[src/rtl/multi_debounce.sv]
// multi_debounce: N-channel input conditioner for raw pedal/switch pins.
// Per channel: 2-flop sync, saturating stability filter, rise/fall pulses,
// rise-to-rise period measurement with saturation.
//
// Ports:
//   clk      - system clock, rising edge
//   rst_n    - asynchronous active-low reset
//   raw_in   - [NUM_CH] asynchronous raw inputs, bit i = channel i
//   filt     - [NUM_CH] debounced level
//   rise     - [NUM_CH] 1-clk pulse on filt 0->1
//   fall     - [NUM_CH] 1-clk pulse on filt 1->0
//   period   - [NUM_CH*PER_W] last rise-to-rise period, ch i at [i*PER_W +: PER_W]
//   per_vld  - [NUM_CH] 1-clk pulse when period of that channel updates
module multi_debounce #(
    parameter int NUM_CH   = 1,
    parameter int FAST_SIM = 1,
    parameter int STBL_CNT = 65535,
    parameter int FAST_CNT = 511,
    parameter int CNT_W    = 16,
    parameter int PER_W    = 20
) (
    input  logic                    clk,
    input  logic                    rst_n,
    input  logic [NUM_CH-1:0]       raw_in,
    output logic [NUM_CH-1:0]       filt,
    output logic [NUM_CH-1:0]       rise,
    output logic [NUM_CH-1:0]       fall,
    output logic [NUM_CH*PER_W-1:0] period,
    output logic [NUM_CH-1:0]       per_vld
);

    localparam int               THRESH = (FAST_SIM != 0) ? FAST_CNT : STBL_CNT;
    localparam logic [CNT_W-1:0] THR    = CNT_W'(THRESH);
    localparam logic [PER_W-1:0] PC_MAX = '1;

    for (genvar g = 0; g < NUM_CH; g++) begin : g_ch
        logic             s1_q, s2_q, s3_q;
        logic [CNT_W-1:0] cnt_q, cnt_d;
        logic             filt_q, filt_d;
        logic             rise_q, rise_d;
        logic             fall_q, fall_d;
        logic [PER_W-1:0] pc_q, pc_d;
        logic [PER_W-1:0] per_q, per_d;
        logic             vld_q, vld_d;
        logic             armed_q, armed_d;
        logic             stable;

        assign stable = (s2_q == s3_q);

        always_comb begin
            cnt_d   = cnt_q;
            filt_d  = filt_q;
            rise_d  = 1'b0;
            fall_d  = 1'b0;
            pc_d    = pc_q;
            per_d   = per_q;
            vld_d   = 1'b0;
            armed_d = armed_q;

            if (!stable) begin
                cnt_d = '0;
            end else if (cnt_q != THR) begin
                cnt_d = cnt_q + CNT_W'(1);
            end

            // A saturated counter only reflects the old level until the
            // new s2 value has propagated into s3; requiring s2 == s3 keeps
            // a fresh edge from being accepted on a stale saturated count.
            if (stable && (cnt_q == THR) && (s2_q != filt_q)) begin
                filt_d = s2_q;
                rise_d = s2_q;
                fall_d = ~s2_q;
            end

            if (pc_q != PC_MAX) begin
                pc_d = pc_q + PER_W'(1);
            end

            // The first rise after reset only arms; it has no reference edge.
            if (rise_d) begin
                pc_d    = PER_W'(1);
                armed_d = 1'b1;
                if (armed_q) begin
                    per_d = pc_q;
                    vld_d = 1'b1;
                end
            end
        end

        always_ff @(posedge clk or negedge rst_n) begin
            if (!rst_n) begin
                s1_q    <= 1'b0;
                s2_q    <= 1'b0;
                s3_q    <= 1'b0;
                cnt_q   <= '0;
                filt_q  <= 1'b0;
                rise_q  <= 1'b0;
                fall_q  <= 1'b0;
                pc_q    <= '0;
                per_q   <= '0;
                vld_q   <= 1'b0;
                armed_q <= 1'b0;
            end else begin
                s1_q    <= raw_in[g];
                s2_q    <= s1_q;
                s3_q    <= s2_q;
                cnt_q   <= cnt_d;
                filt_q  <= filt_d;
                rise_q  <= rise_d;
                fall_q  <= fall_d;
                pc_q    <= pc_d;
                per_q   <= per_d;
                vld_q   <= vld_d;
                armed_q <= armed_d;
            end
        end

        assign filt[g]                 = filt_q;
        assign rise[g]                 = rise_q;
        assign fall[g]                 = fall_q;
        assign per_vld[g]              = vld_q;
        assign period[g*PER_W +: PER_W] = per_q;
    end

endmodule

[config.mk]
export PLATFORM = sky130hd
export DESIGN_NAME = multi_debounce
export DESIGN_NICKNAME = d
export VERILOG_FILES = /design/src/rtl/multi_debounce.sv
export SDC_FILE = /design/constraint.sdc
export NUM_CORES = 1
export LEC_CHECK = 0
export ABC_CLOCK_PERIOD_IN_PS = 3300
export BUFFER_PORTS_ARGS = -buffer_cell sky130_fd_sc_hd__buf_2
export CAP_MARGIN = 20
export CELL_PAD_IN_SITES_DETAIL_PLACEMENT = 0
export CELL_PAD_IN_SITES_GLOBAL_PLACEMENT = 2
export CORE_ASPECT_RATIO = 0.6
export CORE_MARGIN = 2
export CORE_UTILIZATION = 41
export CTS_CLUSTER_DIAMETER = 40
export DETAILED_ROUTE_END_ITERATION = 12
export GPL_TIMING_DRIVEN = 0
export PLACE_DENSITY_LB_ADDON = 0.15
export SLEW_MARGIN = 20
export SYNTH_ARGS = -nofsm -noshare
export SYNTH_HDL_FRONTEND = slang
export SYNTH_SLANG_ARGS = --single-unit
[constraint.sdc]
create_clock -name clk -period 3.3 [get_ports clk]
set_clock_uncertainty 0.2 [all_clocks]
set_input_delay 0.495 -clock clk [delete_from_list [all_inputs] [get_ports clk]]
set_output_delay 0.495 -clock clk [all_outputs]
set_load 0.02 [all_outputs]
==> flow_summary_export.csv, run 1 <==
group,metric,value,unit
drt,dr.pass1.iters,4,
cts,htree_levels,3,
finish,final_nets,331,
logic_synthesis,synth_ff_type,"dfrtp_1",
setup_path,ff2ff_setup_slack,0.50,ns
setup_path,r2r_end,"g_ch[0].pc_q[12]$_DFFE_PN0P_",
worst_hold_path,min-delay-start,"raw_in",
floorplanning,coreArea,7210,um2
drt,dr.first_iter.drc_count,155,
global_route,grt_max_degree,34,
setup_path,path_buf_inv,1,
cts,clk_path_buf_depth,2,
global_route,grt_pass1_wl,12.5,mm
cts,postCtsSetupRepairBufs,0,
global_route,grt_pass1_vias,2278,
worst_hold_path,hp-class,"in2reg",
setup_path,arrival,2.79,ns
floorplanning,start_util,41.9,%
global_route,grt-ovfl-total,0,
placed_design,preCtsSetupSlack,0.549,ns
setup_path,cp.depth,5,
floorplanning,io_pins,27,
sta,worst_pin_slew,0.791,ns
drt,wire_per_inst,17.3,um
finish,layout-drive-gt1-share,22.7,%
floorplanning,die_x,115,um
flow_run,cap_violations,0,
sta,finalSetupViolCount,0,
finish,final.fill_count,683,
logic_synthesis,synth_edf_count,0,
logic_synthesis,synth_cells,287,
sta,post-route-period-util,84.9,%
setup_path,worstSetupEndpointType,"flip-flop",
floorplanning,rows,24,
global_route,grt_usage,20.3,%
logic_synthesis,netlist_area,3020,um2
global_route,antenna_found_initial,0,
setup_path,path_delay_family,"simple AND/OR/NAND/NOR gates",
cts,clock_sinks,64,
floorplanning,die_h,70.5,um
sta,fin_crit,2.80,ns
logic_synthesis,syn_avg_cell_area,10.5,um2
finish,diodes,0,
run_status,status,"complete, no violations",
sta,hold_violations,0,
drt,drc,0,
power_and_ir_drop,power_density,496,nW/um2
cts,cts_tree,"yes",
drt,routed_wl,7.32,mm
logic_synthesis,synth_nets,292,
cts,cts_buffers,9,
placed_design,placement.io_buffers,26,
logic_synthesis,synth.distinct_cells,43,
sta,rsz0062_at_grt,"no",
setup_path,cp_cell_sequence,"nor4_1 -> nand4_1 -> nor2_1 -> buf_2 -> a211oi_1",
cts,cts_root_buf,"clkbuf_16",
sta,tns,0,ns
cts,clkTransAtPathRegs,0.05,ns
setup_path,slowest_stage,"nor2_1",
drt,vias_per_cell,5.73,
cts,clk_latency,0.33,ns
placed_design,place.detailed.hpwl,5.27,mm
sta,final.setup.worst_slack,0.498,ns
setup_path,cp_slowest_stage_delay,0.68,ns
sta,slew_violations,0,
setup_path,cp_max_fo,10,
setup_path,critPathKind,"reg2reg",
sta,max_freq,357,MHz
setup_path,cp-start-kind,"flip-flop",
worst_hold_path,holdPathStages,1,
setup_path,crit_required,3.28,ns
setup_path,reg2reg_depth,5,
logic_synthesis,ys_warn_count,0,
drt,ant_nets,0,
power_and_ir_drop,p_leak,1.62,nW
finish,areaGrowthSynthToFinish,19.4,%
worst_hold_path,hold_end,"g_ch[0].s1_q$_DFF_PN0_",
logic_synthesis,ys_seq_elements,64,
logic_synthesis,yosysSeqAreaShare,53.1,%
power_and_ir_drop,irDropWorstVdd,0.000285,V
placed_design,gp_congestion,0.793,
drt,vias,2417,
setup_path,r2r_start,"g_ch[0].cnt_q[12]$_DFFE_PN0P_",
logic_synthesis,async_flop_share,100,%
sta,slew-limit-headroom,46.9,%
floorplanning,die_area,8090,um2
[layout make-up]
type | instances | area [um2] | share of cell area, %
Buffer | 11 | 51.3 | 1.42
Clock buffer | 14 | 294 | 8.16
Clock inverter | 2 | 10.0 | 0.278
Inverter | 8 | 30.0 | 0.833
Multi-Input combinational cell | 204 | 1340 | 37.2
Sequential cell | 64 | 1600 | 44.4
Tap cell | 91 | 114 | 3.16
Timing Repair Buffer | 28 | 163 | 4.51
[state kept, by name, summed over array words and instances, names as in the netlist]
name	cells
g_ch.pc_q	20
period	20
g_ch.cnt_q	16
fall	1
filt	1
g_ch.armed_q	1
g_ch.s1_q	1
g_ch.s2_q	1
g_ch.s3_q	1
per_vld	1
rise	1
[cells in the mapped netlist, types with 4 or more instances]
master	number	share of area, %
xnor2_1	5	1.5
a21o_1	5	1.2
dfrtp_1	64	53
nor3_1	7	1.2
or4_1	7	1.7
clkbuf_1	5	0.62
mux2i_1	4	1.3
nand2_1	15	1.9
a21oi_1	21	3.5
nor4_1	6	1.2
o21ai_0	24	4.0
nand3_1	19	3.2
a31oi_1	5	1.0
or3_1	5	1.0
inv_1	8	1.0
nor2_1	16	2.0
o31ai_1	6	1.5
and3_1	6	1.2
nand4_1	7	1.5
buf_2	4	0.66
mux2_2	17	6.3
[metrics by stage]
step                cells  util (%)  power [mW]  instance area [um2]  hold slack, ns
finish                422      50.0        1.79                 3600          0.0756
CTS                   422      50.0        1.81                 3600          0.0674
floorplan             287         -       0.835                 3020       -0.000591
global route          422      50.0        1.86                 3600          0.0657
global placement      404      45.3       0.862                 3260           0.144
detailed placement    405      45.7       0.865                 3290           0.139
[cell families after synthesis]
logic type	after synthesis	share of synthesized area, %
adders and majority gates	2	0.829
DFF	64	53.1
buffers and inverters	19	2.69
xor gates and xnor gates	6	1.74
AOI/OAI and AO/OA	73	14.5
muxes	21	7.67
and+or+nand+nor	102	19.5
[power breakdown]
part	total [mW]	leakage, nW	internal [mW]	switching (mW)
registers	0.801	0.871	0.793	0.00815
clock network	0.938	0.155	0.608	0.330
logic	0.0497	0.593	0.0138	0.0359
[per-layer routing]
| layer | share of wire [%] | routed length (um) | track usage [%] | vias up |
|---|---|---|---|---|
| met4 | 1.0 | 73 | 4.82 | 0 |
| met2 | 38 | 2760 | 24.7 | 47 |
| met5 | 0 | 0 | 0 | - |
| met3 | 4.8 | 350 | 6.16 | 8 |
| met1 | 56 | 4140 | 33.9 | 1191 |
| li1 | - | - | - | 1171 |
[timing repair]
action,CTS,global route
resized for setup,0,0
hold endpoints to repair,31,0
hold buffers,1,0
[worst max-delay path by stage]
stage | start | to | slack (ns)
finish | g_ch[0].cnt_q[12]$_DFFE_PN0P_ | g_ch[0].pc_q[12]$_DFFE_PN0P_ | 0.50
global route | g_ch[0].cnt_q[12]$_DFFE_PN0P_ | g_ch[0].pc_q[12]$_DFFE_PN0P_ | 0.32
CTS | g_ch[0].cnt_q[12]$_DFFE_PN0P_ | g_ch[0].pc_q[12]$_DFFE_PN0P_ | 0.54
detailed placement | g_ch[0].cnt_q[12]$_DFFE_PN0P_ | g_ch[0].pc_q[12]$_DFFE_PN0P_ | 0.55
global placement | g_ch[0].cnt_q[12]$_DFFE_PN0P_ | g_ch[0].pc_q[12]$_DFFE_PN0P_ | 0.57
floorplan | g_ch[0].cnt_q[0]$_DFFE_PN0P_ | period[0]$_DFFE_PN0P_ | 1.23
[cell usage in the layout (no fill, tap or decap), types with 2 or more instances in the layout]
master and n:
buf_4 2, and3_1 6, mux2_2 17, clkbuf_8 5
nor2_1 16, clkbuf_16 9, nand3_1 19, dfrtp_1 64
a21oi_1 21, a41oi_1 3, clkinv_2 2, a21o_1 5
a311oi_1 2, nor4_1 5, inv_1 8, o31ai_1 6
or3_1 5, buf_2 29, o21ai_0 24, mux2i_1 4
nand2_1 15, clkbuf_1 5, a211oi_1 3, a31oi_1 5
or4_1 7, or3_2 3, ha_1 2, and4_1 2
xnor2_1 5, nor3_1 7, nand4_1 7
No activity file was read; power rests on OpenSTA's default activity.
==> inputs of run 2 (changes only) <==
- ABC_CLOCK_PERIOD_IN_PS: 3300 -> 2900
- CORE_UTILIZATION: 41 -> 38
- clock period: 3.3 -> 2.9 ns (I/O delays scaled with it)
==> run 2 against run 1 <==
Effect of this change: core utilization is 3.4 points lower; clock power is 15% higher; total power is 15% higher; routed wire length is 1.2% higher; first-iteration DRC count is 4.5% lower; maximum frequency is 11% higher; worst hold slack worse by 0.056 ns; sequential power is 14% higher; largest cell class unchanged; largest power group unchanged.
==> flow_summary_export.csv, run 2 (synthesis results as in run 1) <==
group,metric,value,unit
floorplanning,coreArea,7790,um2
global_route,antenna_found_initial,0,
finish,final_cells,439,
power_and_ir_drop,intPower,1.63,mW
power_and_ir_drop,switching_share,20.5,%
power_and_ir_drop,power,2.05,mW
floorplanning,die_x,119,um
global_route,grt_pass1_vias,2266,
setup_path,arrival,2.53,ns
floorplanning,die_area,8690,um2
finish,layout-drive-gt1-share,22.4,%
sta,hold_violations,0,
sta,slew_violations,0,
placed_design,placement.io_buffers,26,
drt,routed_wl,7.41,mm
setup_path,slowest_stage,"nor2_2",
worst_hold_path,hp-class,"in2reg",
flow_run,cap_violations,0,
floorplanning,rows,25,
placed_design,place.detailed.hpwl,5.29,mm
sta,finalSetupViolCount,0,
drt,ant_nets,0,
sta,fin_crit,2.53,ns
cts,cts_root_buf,"clkbuf_16",
drt,wire_per_inst,16.9,um
power_and_ir_drop,p_leak,1.62,nW
setup_path,cp_cell_sequence,"nor4_1 -> nand4_1 -> nor2_2 -> buf_2 -> a211oi_1",
setup_path,crit_end,"g_ch[0].pc_q[18]$_DFFE_PN0P_",
global_route,grt_max_degree,44,
floorplanning,die_h,73.0,um
setup_path,cp-startpoint,"g_ch[0].cnt_q[12]$_DFFE_PN0P_",
cts,htree_levels,3,
run_status,status,"complete, no violations",
setup_path,reg2reg_depth,5,
sta,worst_pin_slew,0.780,ns
setup_path,cp-start-kind,"flip-flop",
setup_path,crit_required,2.90,ns
cts,clk_path_buf_depth,2,
sta,rsz0062_at_grt,"no",
power_and_ir_drop,p_sw,420,uW
drt,dr.pass1.iters,4,
drt,drc,0,
power_and_ir_drop,irDropWorstVdd,0.000261,V
placed_design,dp.cells,422,
power_and_ir_drop,power_density,564,nW/um2
sta,post-route-period-util,87.3,%
cts,clk_latency,0.33,ns
finish,layout_commonest_cell,"dfrtp_1",
drt,vias_per_cell,5.46,
cts,clkTransAtPathRegs,0.05,ns
setup_path,cp_slowest_stage_delay,0.49,ns
placed_design,gp_congestion,0.768,
setup_path,r2r_start,"g_ch[0].cnt_q[12]$_DFFE_PN0P_",
setup_path,cp_max_fo,10,
cts,clock_sinks,64,
global_route,grt_usage,19.4,%
finish,final_cell_mix,"64 x dfrtp_1, 29 x buf_2, 24 x o21ai_0",
power_and_ir_drop,combPwrFrac,2.9,%
setup_path,ff2ff_setup_slack,0.37,ns
floorplanning,io_pins,27,
finish,final_nets,331,
cts,cts_buffers,9,
setup_path,worstSetupEndpointType,"flip-flop",
drt,vias,2398,
floorplanning,start_util,38.7,%
finish,fin_util,46.6,%
cts,cts_tree,"yes",
power_and_ir_drop,seq_power_share,44.5,%
global_route,grt-ovfl-total,0,
setup_path,critPathKind,"reg2reg",
sta,slew-limit-headroom,47.6,%
global_route,grt_pass1_wl,12.5,mm
drt,dr.first_iter.drc_count,148,
power_and_ir_drop,pwr-share-clk,52.6,%
sta,tns,0,ns
sta,fin_hold_ws,0.0195,ns
finish,areaGrowthSynthToFinish,20.4,%
sta,max_freq,395,MHz
setup_path,r2r_end,"g_ch[0].pc_q[18]$_DFFE_PN0P_",
finish,diodes,0,
cts,postCtsSetupRepairBufs,0,
run 2: changes by cell type in the layout (fill, tap and decap cells not counted):
cell	delta
nor2_2	+1
buf_12	-1
buf_16	+1
clkbuf_1	+2
clkbuf_8	-3
nor2_1	-1
bufinv_16	+1
run 2: power by group through the flow:
| stage | Clock (mW) | Sequential [mW] | Combinational (mW) |
|---|---|---|---|
| 2_1_floorplan | 0 | 0.925 | 0.0248 |
| 3_3_place_gp | 0 | 0.927 | 0.0533 |
| 3_5_place_dp | 0 | 0.927 | 0.0593 |
| 4_1_cts | 1.11 | 0.912 | 0.0606 |
| 5_1_grt | 1.16 | 0.913 | 0.0673 |
| 6_report | 1.08 | 0.912 | 0.0588 |
run 2: per-stage QoR:
| stage | instance area, um2 | setup slack [ns] |
|---|---|---|
| 2_1_floorplan | 3020 | 0.826 |
| 3_3_place_gp | 3280 | 0.169 |
| 3_5_place_dp | 3320 | 0.129 |
| 4_1_cts | 3630 | 0.115 |
| 5_1_grt | 3630 | 0.0931 |
| 6_report | 3630 | 0.369 |
run 2: how the worst min path moves through the flow:
stage	start	end	cells past startpoint	slack, ns
6_report	raw_in	g_ch[0].s1_q$_DFF_PN0_	1	0.02
4_1_cts	raw_in	g_ch[0].s1_q$_DFF_PN0_	1	0.007
2_1_floorplan	rst_n	fall$_DFF_PN0_	0	-0.06
3_5_place_dp	g_ch[0].s1_q$_DFF_PN0_	g_ch[0].s2_q$_DFF_PN0_	0	0.15
5_1_grt	raw_in	g_ch[0].s1_q$_DFF_PN0_	1	0.0002
3_3_place_gp	g_ch[0].s1_q$_DFF_PN0_	g_ch[0].s2_q$_DFF_PN0_	0	0.15
run 2: critical path, delay by kind of cell, from the launching register on:
kind            cells  cell delay [ns]
simple gates        3             1.36
compound gates      1             0.09
flops               1             0.41
buf+inv             1             0.33
run 2: metal layers:
| metal | part of all wire (%) | vias up | GRT usage, % |
|---|---|---|---|
| met5 | 0 | - | 0 |
| met1 | 57 | 1162 | 31.1 |
| met2 | 36 | 64 | 23.3 |
| met3 | 6.1 | 6 | 7.11 |
| met4 | 0.57 | 0 | 5.16 |
| li1 | - | 1166 | - |
run 2: cell type report:
| class | count | area [um2] |
|---|---|---|
| plain buffers | 11 | 51.3 |
| clock buffers | 13 | 260 |
| clock inverters | 3 | 40.0 |
| fillers | 774 | 4160 |
| inverters | 8 | 30.0 |
| multi-input cells | 204 | 1340 |
| flip-flops and latches | 64 | 1600 |
| well taps | 108 | 135 |
| repair buffers | 28 | 170 |
run 2: what timing repair did:
item,4_1_cts,5_1_grt
setup endpoints to repair,0,9
resized for setup,0,1
hold endpoints to repair,21,0
hold buffers,1,0
==> inputs of run 3 (changes only) <==
- CORE_MARGIN: 2 -> 1
- CORE_UTILIZATION: 38 -> 40
- CTS_BUF_LIST: not set -> sky130_fd_sc_hd__clkbuf_2 sky130_fd_sc_hd__clkbuf_4 sky130_fd_sc_hd__clkbuf_8
==> run 3 against run 2 <==
Effect of this change: routed wire length up 0.11%; cell count shrank 0.46%; final area is 3.4% lower; worst hold slack gained 0.14 ns; sequential power about the same; critical path depth stayed put; clock-buffer cell count shrank 1; largest power group is now registers; highest routed layer unchanged.
==> flow_summary_export.csv, run 3 (synthesis results as in run 1) <==
group,metric,value,unit
run_status,status,"complete, no violations",
finish,layout_commonest_cell,"dfrtp_1",
drt,drc,0,
finish,final_cell_mix,"64 x dfrtp_1, 30 x buf_2, 24 x o21ai_0",
power_and_ir_drop,switching_share,23.9,%
cts,clock_sinks,64,
cts,postCtsSetupRepairBufs,0,
sta,hold_violations,0,
setup_path,worstSetupEndpointType,"flip-flop",
sta,tns,0,ns
finish,final_nets,333,
finish,areaGrowthSynthToFinish,16.3,%
sta,finalSetupViolCount,0,
drt,dr.first_iter.drc_count,198,
drt,ant_nets,0,
power_and_ir_drop,intPower,1.27,mW
sta,slew_violations,0,
drt,routed_wl,7.41,mm
global_route,antenna_found_initial,0,
floorplanning,die_area,7910,um2
sta,fin_crit,2.58,ns
finish,fin_util,48.3,%
global_route,grt_usage,21.1,%
cts,clk_path_buf_depth,2,
setup_path,cp_max_fo,10,
placed_design,gp_congestion,0.790,
setup_path,ff2ff_setup_slack,0.32,ns
floorplanning,io_pins,27,
sta,fin_hold_ws,0.161,ns
power_and_ir_drop,pwr-share-clk,41.6,%
drt,dr.pass1.iters,4,
floorplanning,coreArea,7270,um2
power_and_ir_drop,p_sw,396,uW
setup_path,critPathKind,"reg2reg",
cts,clkTransAtPathRegs,0.07,ns
global_route,grt-ovfl-total,0,
drt,vias_per_cell,5.56,
placed_design,place.detailed.hpwl,5.16,mm
flow_run,cap_violations,0,
global_route,grt_max_degree,46,
power_and_ir_drop,power_density,474,nW/um2
finish,layout-drive-gt1-share,22.8,%
placed_design,placement.io_buffers,26,
finish,diodes,0,
finish,final.fill_count,717,
floorplanning,rows,24,
floorplanning,die_h,69.3,um
power_and_ir_drop,p_leak,1.57,nW
sta,worst_pin_slew,0.757,ns
finish,final_cells,437,
setup_path,arrival,2.61,ns
cts,htree_levels,3,
cts,cts_tree,"yes",
drt,wire_per_inst,17.0,um
power_and_ir_drop,combPwrFrac,3.5,%
sta,final.setup.worst_slack,0.320,ns
worst_hold_path,hp-class,"reg2reg",
placed_design,preCtsSetupSlack,0.165,ns
power_and_ir_drop,irDropWorstVdd,0.000257,V
power_and_ir_drop,seq_power_share,54.8,%
sta,slew-limit-headroom,49.1,%
global_route,grt_pass1_wl,12.4,mm
setup_path,cp-start-kind,"flip-flop",
placed_design,dp.cells,419,
floorplanning,die_x,114,um
cts,clk_latency,0.35,ns
global_route,grt_pass1_vias,2260,
sta,post-route-period-util,89.0,%
cts,cts_root_buf,"clkbuf_8",
setup_path,crit_required,2.93,ns
sta,max_freq,388,MHz
drt,vias,2429,
cts,cts_buffers,9,
floorplanning,start_util,41.5,%
sta,rsz0062_at_grt,"no",
[run 3: changes by cell type in the layout (fill, tap and decap cells not counted)]
| cell | before | now |
|---|---|---|
| clkbuf_4 | 0 | 2 |
| nor4_1 | 5 | 6 |
| dlygate4sd3_1 | 1 | 2 |
| clkbuf_1 | 7 | 5 |
| clkbuf_8 | 2 | 10 |
| buf_2 | 29 | 30 |
| clkbuf_16 | 9 | 0 |
| bufinv_16 | 1 | 0 |
| nor4_2 | 1 | 0 |
| clkinv_2 | 2 | 4 |
[run 3: per-stage QoR]
stage	total power, mW	area (um2)
final	1.66	3510
after global routing	1.74	3510
after CTS	1.69	3510
after detailed placement	0.986	3310
after global placement	0.980	3280
after floorplan	0.950	3020
[run 3: area by class of cell]
class | instances | area (um2) | area share (%)
Inverter | 8 | 30.0 | 0.856
Clock inverter | 4 | 20.0 | 0.571
Tap cell | 104 | 130 | 3.71
Multi-Input combinational cell | 204 | 1340 | 38.1
Sequential cell | 64 | 1600 | 45.6
Buffer | 11 | 51.3 | 1.46
Clock buffer | 12 | 153 | 4.35
Timing Repair Buffer | 30 | 185 | 5.28
[run 3: worst max-delay path: stages, from the launching register on]
cell	delay [ns]
dfrtp_1	0.42
nor4_1	0.49
nand4_1	0.41
nor2_2	0.50
buf_2	0.34
a211oi_1	0.09
[run 3: repair_timing]
action,in CTS,in global routing
endpoints found under the setup margin,0,4
endpoints found under the hold margin,20,0
hold buffers,2,0
resized for setup,0,1
[run 3: path summary, 6_finish.rpt]
| check | end | cells past startpoint | startpoint |
|---|---|---|---|
| min in group asynchronous | g_ch[0].pc_q[17]$_DFFE_PN0P_ | 2 | rst_n |
| hold reg to reg | g_ch[0].s2_q$_DFF_PN0_ | 0 | g_ch[0].s1_q$_DFF_PN0_ |
| max in group asynchronous | g_ch[0].cnt_q[13]$_DFFE_PN0P_ | 3 | rst_n |
| hold / removal | g_ch[0].s2_q$_DFF_PN0_ | 0 | g_ch[0].s1_q$_DFF_PN0_ |
| setup / recovery | g_ch[0].pc_q[18]$_DFFE_PN0P_ | 5 | g_ch[0].cnt_q[12]$_DFFE_PN0P_ |
| setup reg to reg | g_ch[0].pc_q[18]$_DFFE_PN0P_ | 5 | g_ch[0].cnt_q[12]$_DFFE_PN0P_ |
[run 3: power by group through the flow]
| stage | Sequential [mW] | Clock (mW) | Combinational, mW |
|---|---|---|---|
| finish | 0.912 | 0.692 | 0.0589 |
| global route | 0.912 | 0.764 | 0.0675 |
| CTS | 0.910 | 0.716 | 0.0610 |
| detailed placement | 0.927 | 0 | 0.0587 |
| global placement | 0.927 | 0 | 0.0528 |
| floorplan | 0.925 | 0 | 0.0248 |
[run 3: layer usage]
metal	wire [um]	GRT usage [%]	part of all wire, %	vias to the layer above
met5	0	0	0	-
met2	2630	24.6	35	60
met4	91	6.93	1.2	0
met3	374	7.08	5.0	14
met1	4320	34.6	58	1179
li1	-	-	-	1176
